### src/rtl/hazard_pkg.sv
// Shared types and constants for the pipeline hazard/forwarding controller.
package hazard_pkg;

  localparam int unsigned REG_W = 5;

  localparam logic [1:0] FWD_REG = 2'b00;
  localparam logic [1:0] FWD_WB  = 2'b01;
  localparam logic [1:0] FWD_MEM = 2'b10;

  // Fields tracked for every shadow stage.
  typedef struct packed {
    logic             valid;
    logic [REG_W-1:0] rd;
    logic             reg_write;
    logic             is_load;
    logic             mem_access;
  } stage_t;

  // EX additionally keeps its source indices for the forwarding compare.
  typedef struct packed {
    stage_t           base;
    logic [REG_W-1:0] rs1;
    logic [REG_W-1:0] rs2;
  } ex_stage_t;

  localparam int unsigned STAGE_W    = $bits(stage_t);
  localparam int unsigned EX_STAGE_W = $bits(ex_stage_t);

  // Operand select for one source: MEM ALU result beats WB; loads in MEM have no data yet.
  function automatic logic [1:0] fwd_sel(input stage_t mem, input stage_t wb,
                                         input logic [REG_W-1:0] rs);
    if (mem.valid && mem.reg_write && !mem.is_load && (mem.rd != '0) && (mem.rd == rs))
      return FWD_MEM;
    if (wb.valid && wb.reg_write && (wb.rd != '0) && (wb.rd == rs))
      return FWD_WB;
    return FWD_REG;
  endfunction

endpackage

### src/rtl/hazard_stage_reg.sv
// One shadow pipeline stage with hold and bubble control.
module hazard_stage_reg #(
  parameter int unsigned W = 1
) (
  input  logic         clk,
  input  logic         reset,
  input  logic         hold,
  input  logic         bubble,
  input  logic [W-1:0] d,
  output logic [W-1:0] q
);

  // Hold wins over bubble so a frozen stage keeps its instruction.
  always_ff @(posedge clk) begin
    if (!reset)      q <= '0;
    else if (!hold)  q <= bubble ? '0 : d;
  end

endmodule

### src/rtl/hazard_controller.sv
// Hazard detection, operand forwarding and stall/flush control for the 5-stage core.
module hazard_controller
  import hazard_pkg::*;
#(
  parameter int unsigned CNT_W = 16
) (
  input  logic             clk,
  input  logic             reset,
  input  logic             id_valid,
  input  logic [4:0]       id_rs1,
  input  logic [4:0]       id_rs2,
  input  logic [4:0]       id_rd,
  input  logic             id_reg_write,
  input  logic             id_is_load,
  input  logic             id_mem_access,
  input  logic             ex_pc_src,
  input  logic             mem_ready,
  output logic [1:0]       forward_a,
  output logic [1:0]       forward_b,
  output logic             stall_f,
  output logic             stall_d,
  output logic             stall_e,
  output logic             stall_m,
  output logic             flush_d,
  output logic             flush_e,
  output logic             flush_w,
  output logic [CNT_W-1:0] load_use_count,
  output logic [CNT_W-1:0] flush_count
);

  ex_stage_t               ex_d, ex;
  stage_t                  mem, wb;
  logic [EX_STAGE_W-1:0]   ex_q;
  logic [STAGE_W-1:0]      mem_q, wb_q;
  logic                    mem_wait, branch, load_use;
  logic                    lu_take, br_take;
  logic                    unused_wb;

  // Decode fields captured into EX.
  always_comb begin
    ex_d                 = '0;
    ex_d.base.valid      = id_valid;
    ex_d.base.rd         = id_rd;
    ex_d.base.reg_write  = id_reg_write;
    ex_d.base.is_load    = id_is_load;
    ex_d.base.mem_access = id_mem_access;
    ex_d.rs1             = id_rs1;
    ex_d.rs2             = id_rs2;
  end

  hazard_stage_reg #(.W(EX_STAGE_W)) u_ex (
    .clk(clk), .reset(reset), .hold(mem_wait), .bubble(flush_e),
    .d(ex_d), .q(ex_q)
  );

  hazard_stage_reg #(.W(STAGE_W)) u_mem (
    .clk(clk), .reset(reset), .hold(mem_wait), .bubble(1'b0),
    .d(ex.base), .q(mem_q)
  );

  hazard_stage_reg #(.W(STAGE_W)) u_wb (
    .clk(clk), .reset(reset), .hold(1'b0), .bubble(mem_wait),
    .d(mem), .q(wb_q)
  );

  assign ex  = ex_stage_t'(ex_q);
  assign mem = stage_t'(mem_q);
  assign wb  = stage_t'(wb_q);

  // WB only ever supplies data; its load/memory flags are carried but not consulted.
  assign unused_wb = wb.is_load ^ wb.mem_access;

  // Operand forwarding selects.
  assign forward_a = fwd_sel(mem, wb, ex.rs1);
  assign forward_b = fwd_sel(mem, wb, ex.rs2);

  // Raw hazard conditions.
  assign mem_wait = mem.valid & mem.mem_access & ~mem_ready;
  assign branch   = ex.base.valid & ex_pc_src;
  assign load_use = ex.base.valid & ex.base.is_load & id_valid & (ex.base.rd != '0) &
                    ((ex.base.rd == id_rs1) | (ex.base.rd == id_rs2));

  // Prioritised stall/flush control.
  always_comb begin
    stall_f = 1'b0;
    stall_d = 1'b0;
    stall_e = 1'b0;
    stall_m = 1'b0;
    flush_d = 1'b0;
    flush_e = 1'b0;
    flush_w = 1'b0;
    lu_take = 1'b0;
    br_take = 1'b0;
    if (mem_wait) begin
      stall_f = 1'b1;
      stall_d = 1'b1;
      stall_e = 1'b1;
      stall_m = 1'b1;
      flush_w = 1'b1;
    end else if (branch) begin
      flush_d = 1'b1;
      flush_e = 1'b1;
      br_take = 1'b1;
    end else if (load_use) begin
      stall_f = 1'b1;
      stall_d = 1'b1;
      flush_e = 1'b1;
      lu_take = 1'b1;
    end
  end

  // Saturating event counters.
  always_ff @(posedge clk) begin
    if (!reset) begin
      load_use_count <= '0;
      flush_count    <= '0;
    end else begin
      if (lu_take && (load_use_count != '1)) load_use_count <= load_use_count + CNT_W'(1);
      if (br_take && (flush_count != '1))    flush_count    <= flush_count + CNT_W'(1);
    end
  end

endmodule

### config.mk
export PLATFORM = sky130hd
export DESIGN_NAME = hazard_controller
export DESIGN_NICKNAME = d
export VERILOG_FILES = /design/src/rtl/hazard_pkg.sv /design/src/rtl/hazard_stage_reg.sv /design/src/rtl/hazard_controller.sv
export SDC_FILE = /design/constraint.sdc
export NUM_CORES = 1
export LEC_CHECK = 0
export BUFFER_PORTS_ARGS = -buffer_cell sky130_fd_sc_hd__buf_2
export CORE_MARGIN = 3
export CORE_UTILIZATION = 49
export DETAILED_ROUTE_END_ITERATION = 10
export PLACE_DENSITY = 0.72
export SYNTH_ARGS = -nofsm -noshare
export SYNTH_HDL_FRONTEND = slang
export SYNTH_SLANG_ARGS = --single-unit
### constraint.sdc
create_clock -name clk -period 1.75 [get_ports clk]
set_input_delay 0.0875 -clock clk [delete_from_list [all_inputs] [get_ports clk]]
set_output_delay 0.0875 -clock clk [all_outputs]
set_load 0.1 [all_outputs]
==> results of run 1 <==
==> report_power, final <==
| group | total (uW) | internal [uW] | switching [uW] |
|---|---|---|---|
| Combinational | 412 | 201 | 211 |
| Clock | 1150 | 553 | 598 |
| Sequential | 1580 | 1520 | 53.6 |
==> routing by layer <==
layer  GRT usage (%)  share of wire, %
met1            30.8                41
met2            41.8                52
met3            4.12               5.3
met4            8.35               1.6
met5               0                 0
==> worst max-delay path by stage <==
| stage | end | startpoint | depth (start not counted) | slack [ps] |
|---|---|---|---|---|
| after floorplan | forward_a[0] | u_mem.q[5]$_SDFFE_PN0N_ | 4 | -620 |
| after global placement | u_ex.q[6]$_SDFFE_PN0N_ | u_ex.q[14]$_SDFFE_PN0N_ | 5 | -130 |
| final | stall_f | u_ex.q[13]$_SDFFE_PN0N_ | 8 | -450 |
| after CTS | stall_f | u_ex.q[17]$_SDFFE_PN0N_ | 6 | -360 |
| after global routing | stall_f | u_ex.q[13]$_SDFFE_PN0N_ | 8 | -500 |
| after detailed placement | u_ex.q[14]$_SDFFE_PN0N_ | u_ex.q[14]$_SDFFE_PN0N_ | 5 | -190 |
==> per-stage QoR <==
stage | setup TNS [ps] | utilization (%) | total power, uW | hold slack [ps] | instance area [sq um]
detailed placement | -4940 | 70.6 | 1920 | 314 | 4200
floorplan | -5600 | - | 1820 | 220 | 3390
finish | -9430 | 82.8 | 3140 | 11.9 | 4930
CTS | -9690 | 78.6 | 3090 | 5.29 | 4680
global placement | -3360 | 70.6 | 1910 | 310 | 4200
global route | -12280 | 82.8 | 3250 | 11.9 | 4930
==> kinds of logic (layout without fill, tap and decap cells) <==
kind of cell	count (synthesis)	in the layout
flip-flops	67	67
adder cells (fa/ha/maj)	2	2
XOR/XNOR	49	49
multiplexers	3	3
AND/OR/NAND/NOR	140	143
buffers and inverters	20	166
AO/OA/AOI/OAI	56	56
==> cells in the final DEF, fill, tap and decap left out, drive strengths merged, types with 2 or more instances in the layout <==
master       instances
buf                133
dfxtp               67
nand2               34
nor2                30
xor2                25
xnor2               24
a22o                19
a21oi               19
nand3               18
and3                14
dlygate4sd3         12
clkbuf              12
o21ai               12
or3                 10
nand4                9
or4                  6
nor3                 6
nor4                 5
and4                 5
inv                  4
clkinvlp             3
mux2i                3
o211ai               2
ha                   2
nand2b               2
clkinv               2
==> area by class of cell <==
class	count	area (sq um)	area share [%]
Inverter	5	22.5	0.457
Sequential cell	67	1490	30.2
Multi-Input combinational cell	253	1980	40.2
Timing Repair Buffer	145	1170	23.7
Clock buffer	12	145	2.94
Clock inverter	4	26.3	0.533
Tap cell	75	93.8	1.90
==> timing repair <==
item / in CTS / in global routing
gates cloned: 0 / 4
endpoints found under the setup margin: 48 / 56
hold buffers: 12 / 0
hold endpoints to repair: 12 / 0
resized for setup: 23 / 38
setup buffers: 14 / 7
pin swaps: 27 / 30
==> sequential cells by signal, summed over array words and instances (netlist names) <==
signal          count
load_use_count     16
u_mem.q             9
flush_count        16
u_ex.q             19
u_wb.q              7
==> critical path, cell delays in order, from the launching register on <==
cell	delay (ps)
dfxtp_4	370
xnor2_1	220
nand3_1	160
o22ai_4	240
buf_6	150
nand2b_4	50
buf_6	130
o21ai_4	220
buf_12	210
==> impl_metrics.json, run 1 <==
{
  "die_y_um": 84.8,
  "insertion_delay_ps": 340,
  "dp_hpwl_mm": 5.76,
  "drtAntennaViolNets": 0,
  "yosysTopAreaCell": "dfxtp_1",
  "io_buffers": 65,
  "reg2reg_to": "load_use_count[14]$_SDFFE_PN0P_",
  "clk_path_buf_depth": 2,
  "required_ps": 1660,
  "worst_hold_path_type": "primary input to flip-flop",
  "initial_utilization_pct": 51.1,
  "leakage_uw": 0.00206,
  "endpoint_kind": "output pin",
  "period_needed_ps": 2200,
  "grt_remaining_overflow": 0,
  "instances_no_fill": 561,
  "yosys-top-cells-count": "dfxtp_1 (67), nand2_1 (34), nor2_1 (30)",
  "hold_violations": 0,
  "r2r-start": "u_ex.q[13]$_SDFFE_PN0N_",
  "synth-edff-count": 0,
  "tightestPinTransition_ps": 492,
  "crit_fanout": 4,
  "vias": 3180,
  "netlist_instances": 337,
  "ys_seq_area_share_pct": 44.1,
  "cts.sinks": 67,
  "hold_start": "id_rs2[1]",
  "dp_worst_setup_slack_ps": -186,
  "synth_top_area_share_pct": 44.1,
  "synth_cell_type_count": 38,
  "yosysMostFrequentCell": "dfxtp_1",
  "reg2regPathDepth": 8,
  "clk_pin_slew_ps": 80,
  "r2r_setup_slack_ps": -280,
  "synth_compound_area_share_pct": 12.7,
  "synthTopCellsByArea": "dfxtp_1 (44%), xor2_1 (7.2%), xnor2_1 (6.9%)",
  "drc": 0,
  "fmax_mhz": 454,
  "grt_max_degree": 41,
  "dieWidth_um": 84.8,
  "via_per_inst": 5.67,
  "htreeDepth": 3,
  "synth_area_sq_um": 3040,
  "first_iter_violations": 215,
  "irDropWorstVdd_v": 0.000512,
  "drv_cap": 0,
  "routed_wl_mm": 9.83,
  "ys_ff_latch": 67,
  "setup_viol": 49,
  "avgSynthCellArea_sq_um": 9.02,
  "grt_first_pass_wirelength_mm": 14.1,
  "rows": 28,
  "status": "complete, but fails checks",
  "async_reset_ff_share_pct": 0,
  "cts_tree": "yes",
  "clock_skew_ps": 13.0,
  "cts_buffers": 9,
  "num_io_pins": 66,
  "start_kind": "flip-flop",
  "wire_per_inst_um": 17.5,
  "rsz0062_at_grt": "yes",
  "worst_slack_ps": -451,
  "max_slew_margin_pct": 67.4,
  "yosysWarnings": 0,
  "grt_pass1_vias": 2947,
  "synthAdderAreaFrac_pct": 0.823,
  "synth_nets": 362,
  "violations": "negative setup slack",
  "crit_type": "flip-flop to output pin",
  "synth_ff_type": "dfxtp_1",
  "powerDensity_nw_per_um2": 637,
  "period_share_pct": 126,
  "worstPathArrival_ps": 2110,
  "worstHoldEndpoint": "u_ex.q[1]$_SDFFE_PN0N_",
  "synthMuxAreaShare_pct": 0.988,
  "antenna_found_initial": 0,
  "die-area_sq_um": 7190,
  "drv_slew": 0,
  "synth_top_family_by_area": "simple AND/OR/NAND/NOR gates",
  "nFillCells": 349,
  "synth_xor_area_share_pct": 14.1,
  "gp_congestion": 0.844,
  "diodes": 0,
  "drtPass1Iterations": 4,
  "yosys.area_share.simple_pct": 23.5,
  "area_growth_pct": 62.2,
  "dpl.cell_count": 509,
  "holdPathStages": 2,
  "nNetsFinal": 506,
  "core_sq_um": 5960,
  "grt_use_total_pct": 24.3,
  "layout-drive-gt1-share_pct": 53.3,
  "cts-root-buf": "clkbuf_8"
}
(Power assumes the default switching activity.)
==> run 2, diff against run 1 <==
ABC_AREA = 1   (was unset)
CORE_UTILIZATION = 50   (was 49)
SKIP_LAST_GASP = 1   (was unset)
==> impl_metrics.json, run 2 <==
{
  "dieWidth_um": 88.0,
  "routed_wl_mm": 7.88,
  "leakage_uw": 0.00193,
  "synth-edff-count": 0,
  "cpPeakStageDelay_ps": 370,
  "grt_first_pass_wirelength_mm": 13.3,
  "htreeDepth": 3,
  "clk_pin_slew_ps": 70,
  "ys_seq_area_share_pct": 39.9,
  "worst_hold_path_type": "primary input to flip-flop",
  "first_iter_violations": 137,
  "drv_cap": 0,
  "synth_ff_type": "dfxtp_1",
  "yosysTopAreaCell": "dfxtp_1",
  "drv_slew": 0,
  "diodes": 0,
  "crit_top_cell": "nor2_1",
  "fmax_mhz": 581,
  "gp_congestion": 0.887,
  "cts_buffers": 9,
  "crit_type": "flip-flop to output pin",
  "reg2reg_to": "load_use_count[14]$_SDFFE_PN0P_",
  "grt_remaining_overflow": 0,
  "synth_top_area_share_pct": 39.9,
  "r2r_setup_slack_ps": 160,
  "path_cells": "nor2_1 -> nor2_1 -> nor2_1 -> nand3_2 -> nand2_4 -> a21oi_4 -> nor2_4 -> buf_12",
  "endpoint_kind": "output pin",
  "irDropWorstVdd_v": 0.000441,
  "netlist_instances": 488,
  "postLayoutCellArea_sq_um": 4520,
  "drc": 0,
  "nNetsFinal": 589,
  "insertion_delay_ps": 340,
  "drtAntennaViolNets": 0,
  "start_kind": "flip-flop",
  "async_reset_ff_share_pct": 0,
  "ys_ff_latch": 67,
  "synth_area_sq_um": 3360,
  "rows": 29,
  "cp_slowest_cell": "dfxtp_4",
  "vias": 3277,
  "final_cell_mix": "nand2_1 (102), nor2_1 (77), buf_2 (54), nand3_1 (43), inv_1 (38)",
  "avgSynthCellArea_sq_um": 6.89,
  "r2r-start": "load_use_count[1]$_SDFFE_PN0P_",
  "required_ps": 1660,
  "synth_cell_type_count": 30,
  "endpoint": "stall_d",
  "initial_utilization_pct": 52.4,
  "antenna_found_initial": 0,
  "via_per_inst": 5.07,
  "wire_per_inst_um": 12.2,
  "rsz0062_at_grt": "yes",
  "largest-register": "u_ex.q",
  "grt_max_degree": 37,
  "clock_skew_ps": 5.94,
  "synthTopCellsByArea": "dfxtp_1 (40%), nand2_1 (12%), nor2_1 (9.5%)",
  "grt_pass1_vias": 3020,
  "io_buffers": 65,
  "dp_hpwl_mm": 5.85,
  "largest_reg_flops": 19,
  "core_sq_um": 6420,
  "clk_path_buf_depth": 2,
  "layout_commonest_cell": "nand2_1",
  "cts.sinks": 67,
  "tightestPinTransition_ps": 518,
  "setup_viol": 0,
  "status": "finished, final reports clean",
  "synth_nets": 513,
  "num_io_pins": 66,
  "max_slew_margin_pct": 65.4,
  "reg2regPathDepth": 9,
  "place_area_sq_um": 4110,
  "yosys-top-cells-count": "nand2_1 (104), nor2_1 (85), dfxtp_1 (67)",
  "layout-drive-gt1-share_pct": 33.7,
  "yosysMostFrequentCell": "nand2_1",
  "cts_tree": "yes",
  "hold_violations": 0,
  "startpoint": "u_ex.q[13]$_SDFFE_PN0N_",
  "die_y_um": 88.0,
  "period_needed_ps": 1720,
  "largestRegisters": "u_ex.q (19), flush_count (16), load_use_count (16)",
  "period_share_pct": 98.3,
  "drtPass1Iterations": 5,
  "utilization_pct": 70.4,
  "crit_fanout": 7,
  "cts-root-buf": "clkbuf_8",
  "powerDensity_nw_per_um2": 695,
  "area_growth_pct": 34.5,
  "grt_use_total_pct": 21.4,
  "nFillCells": 514,
  "worstPathArrival_ps": 1630,
  "die-area_sq_um": 7750,
  "yosysWarnings": 0
}
-- run 2: changes by cell type after synthesis, sizes merged, moves of 6 or more --
| cell | previous run | this run |
|---|---|---|
| a21oi | 19 | 37 |
| a22o | 19 | 0 |
| and3 | 14 | 1 |
| inv | 4 | 46 |
| nand2 | 34 | 108 |
| nand3 | 18 | 47 |
| nor2 | 30 | 91 |
| or3 | 10 | 0 |
| or4 | 6 | 0 |
| xnor2 | 24 | 13 |
| xor2 | 25 | 12 |
-- run 2: stage by stage --
step | power [uW] | std cells | TNS, ps | hold slack, ps | setup slack, ps
finish | 3140 | 646 | 0 | 30.1 | 29.6
global route | 3290 | 646 | -276 | 17.3 | -74.6
CTS | 3170 | 644 | -20.4 | 9.54 | -20.4
detailed placement | 1940 | 620 | 0 | 352 | 98.4
global placement | 1930 | 620 | 0 | 350 | 128
floorplan | 1850 | 488 | -1110 | 240 | -445
-- run 2: repair_timing --
| action | in CTS | in global routing |
|---|---|---|
| buffers inserted | 3 | 2 |
| cloned | 0 | 0 |
| hold buffers | 6 | 0 |
| pin swaps | 6 | 12 |
| endpoints found under the hold margin | 6 | 0 |
| setup endpoints to repair | 7 | 22 |
| resized for setup | 9 | 30 |
-- run 2: final cells by class --
cell class                      count  area [sq um]  share of cell area, %
Clock buffer                       12           166                   3.68
Timing Repair Buffer               84           664                   14.7
Clock inverter                      4          22.5                  0.498
Tap cell                           77          96.3                   2.13
Inverter                           46           178                   3.93
Multi-Input combinational cell    356          1950                   43.2
Sequential cell                    67          1440                   31.9
-- run 2: worst max-delay path, delay by kind of cell (launching register included) --
kind,cells,cell delay [ps]
AOI/OAI and AO/OA,1,80
DFF,1,370
and+or+nand+nor,6,670
buffers and inverters,1,190
-- run 2: cells by family (layout without fill, tap and decap cells) --
kind of cell	count (synthesis)	count (layout)	synth area share, %
compound gates	58	58	9.00
fa+ha+maj	2	2	0.744
buf+inv	65	146	8.59
xor+xnor	25	25	6.51
simple gates	271	271	35.3
flops	67	67	39.9
-- run 2: power by group --
| group | internal (uW) | switching, uW |
|---|---|---|
| Sequential | 1550 | 51.9 |
| Combinational | 138 | 198 |
| Clock | 632 | 572 |
| Total | 2320 | 822 |
-- run 2: how the worst min path moves through the flow --
stage                        startpoint                      end  slack, ps  cells past startpoint
after global routing           id_valid  u_ex.q[18]$_SDFFE_PN0N_         20                      3
after global placement         id_rd[2]  u_ex.q[15]$_SDFFE_PN0N_        350                      3
after CTS                 id_mem_access  u_ex.q[10]$_SDFFE_PN0N_         10                      3
after floorplan                id_rd[3]  u_ex.q[16]$_SDFFE_PN0N_        240                      2
final                     id_mem_access  u_ex.q[10]$_SDFFE_PN0N_         30                      3
after detailed placement       id_rd[1]  u_ex.q[14]$_SDFFE_PN0N_        350                      3
-- run 2: metal layers --
| layer | wire length (um) | part of all wire (%) | track usage [%] |
|---|---|---|---|
| met2 | 3670 | 47 | 35.1 |
| met1 | 3760 | 48 | 28.0 |
| met3 | 322 | 4.1 | 4.23 |
| met5 | 0 | 0 | 0 |
| met4 | 129 | 1.6 | 7.97 |
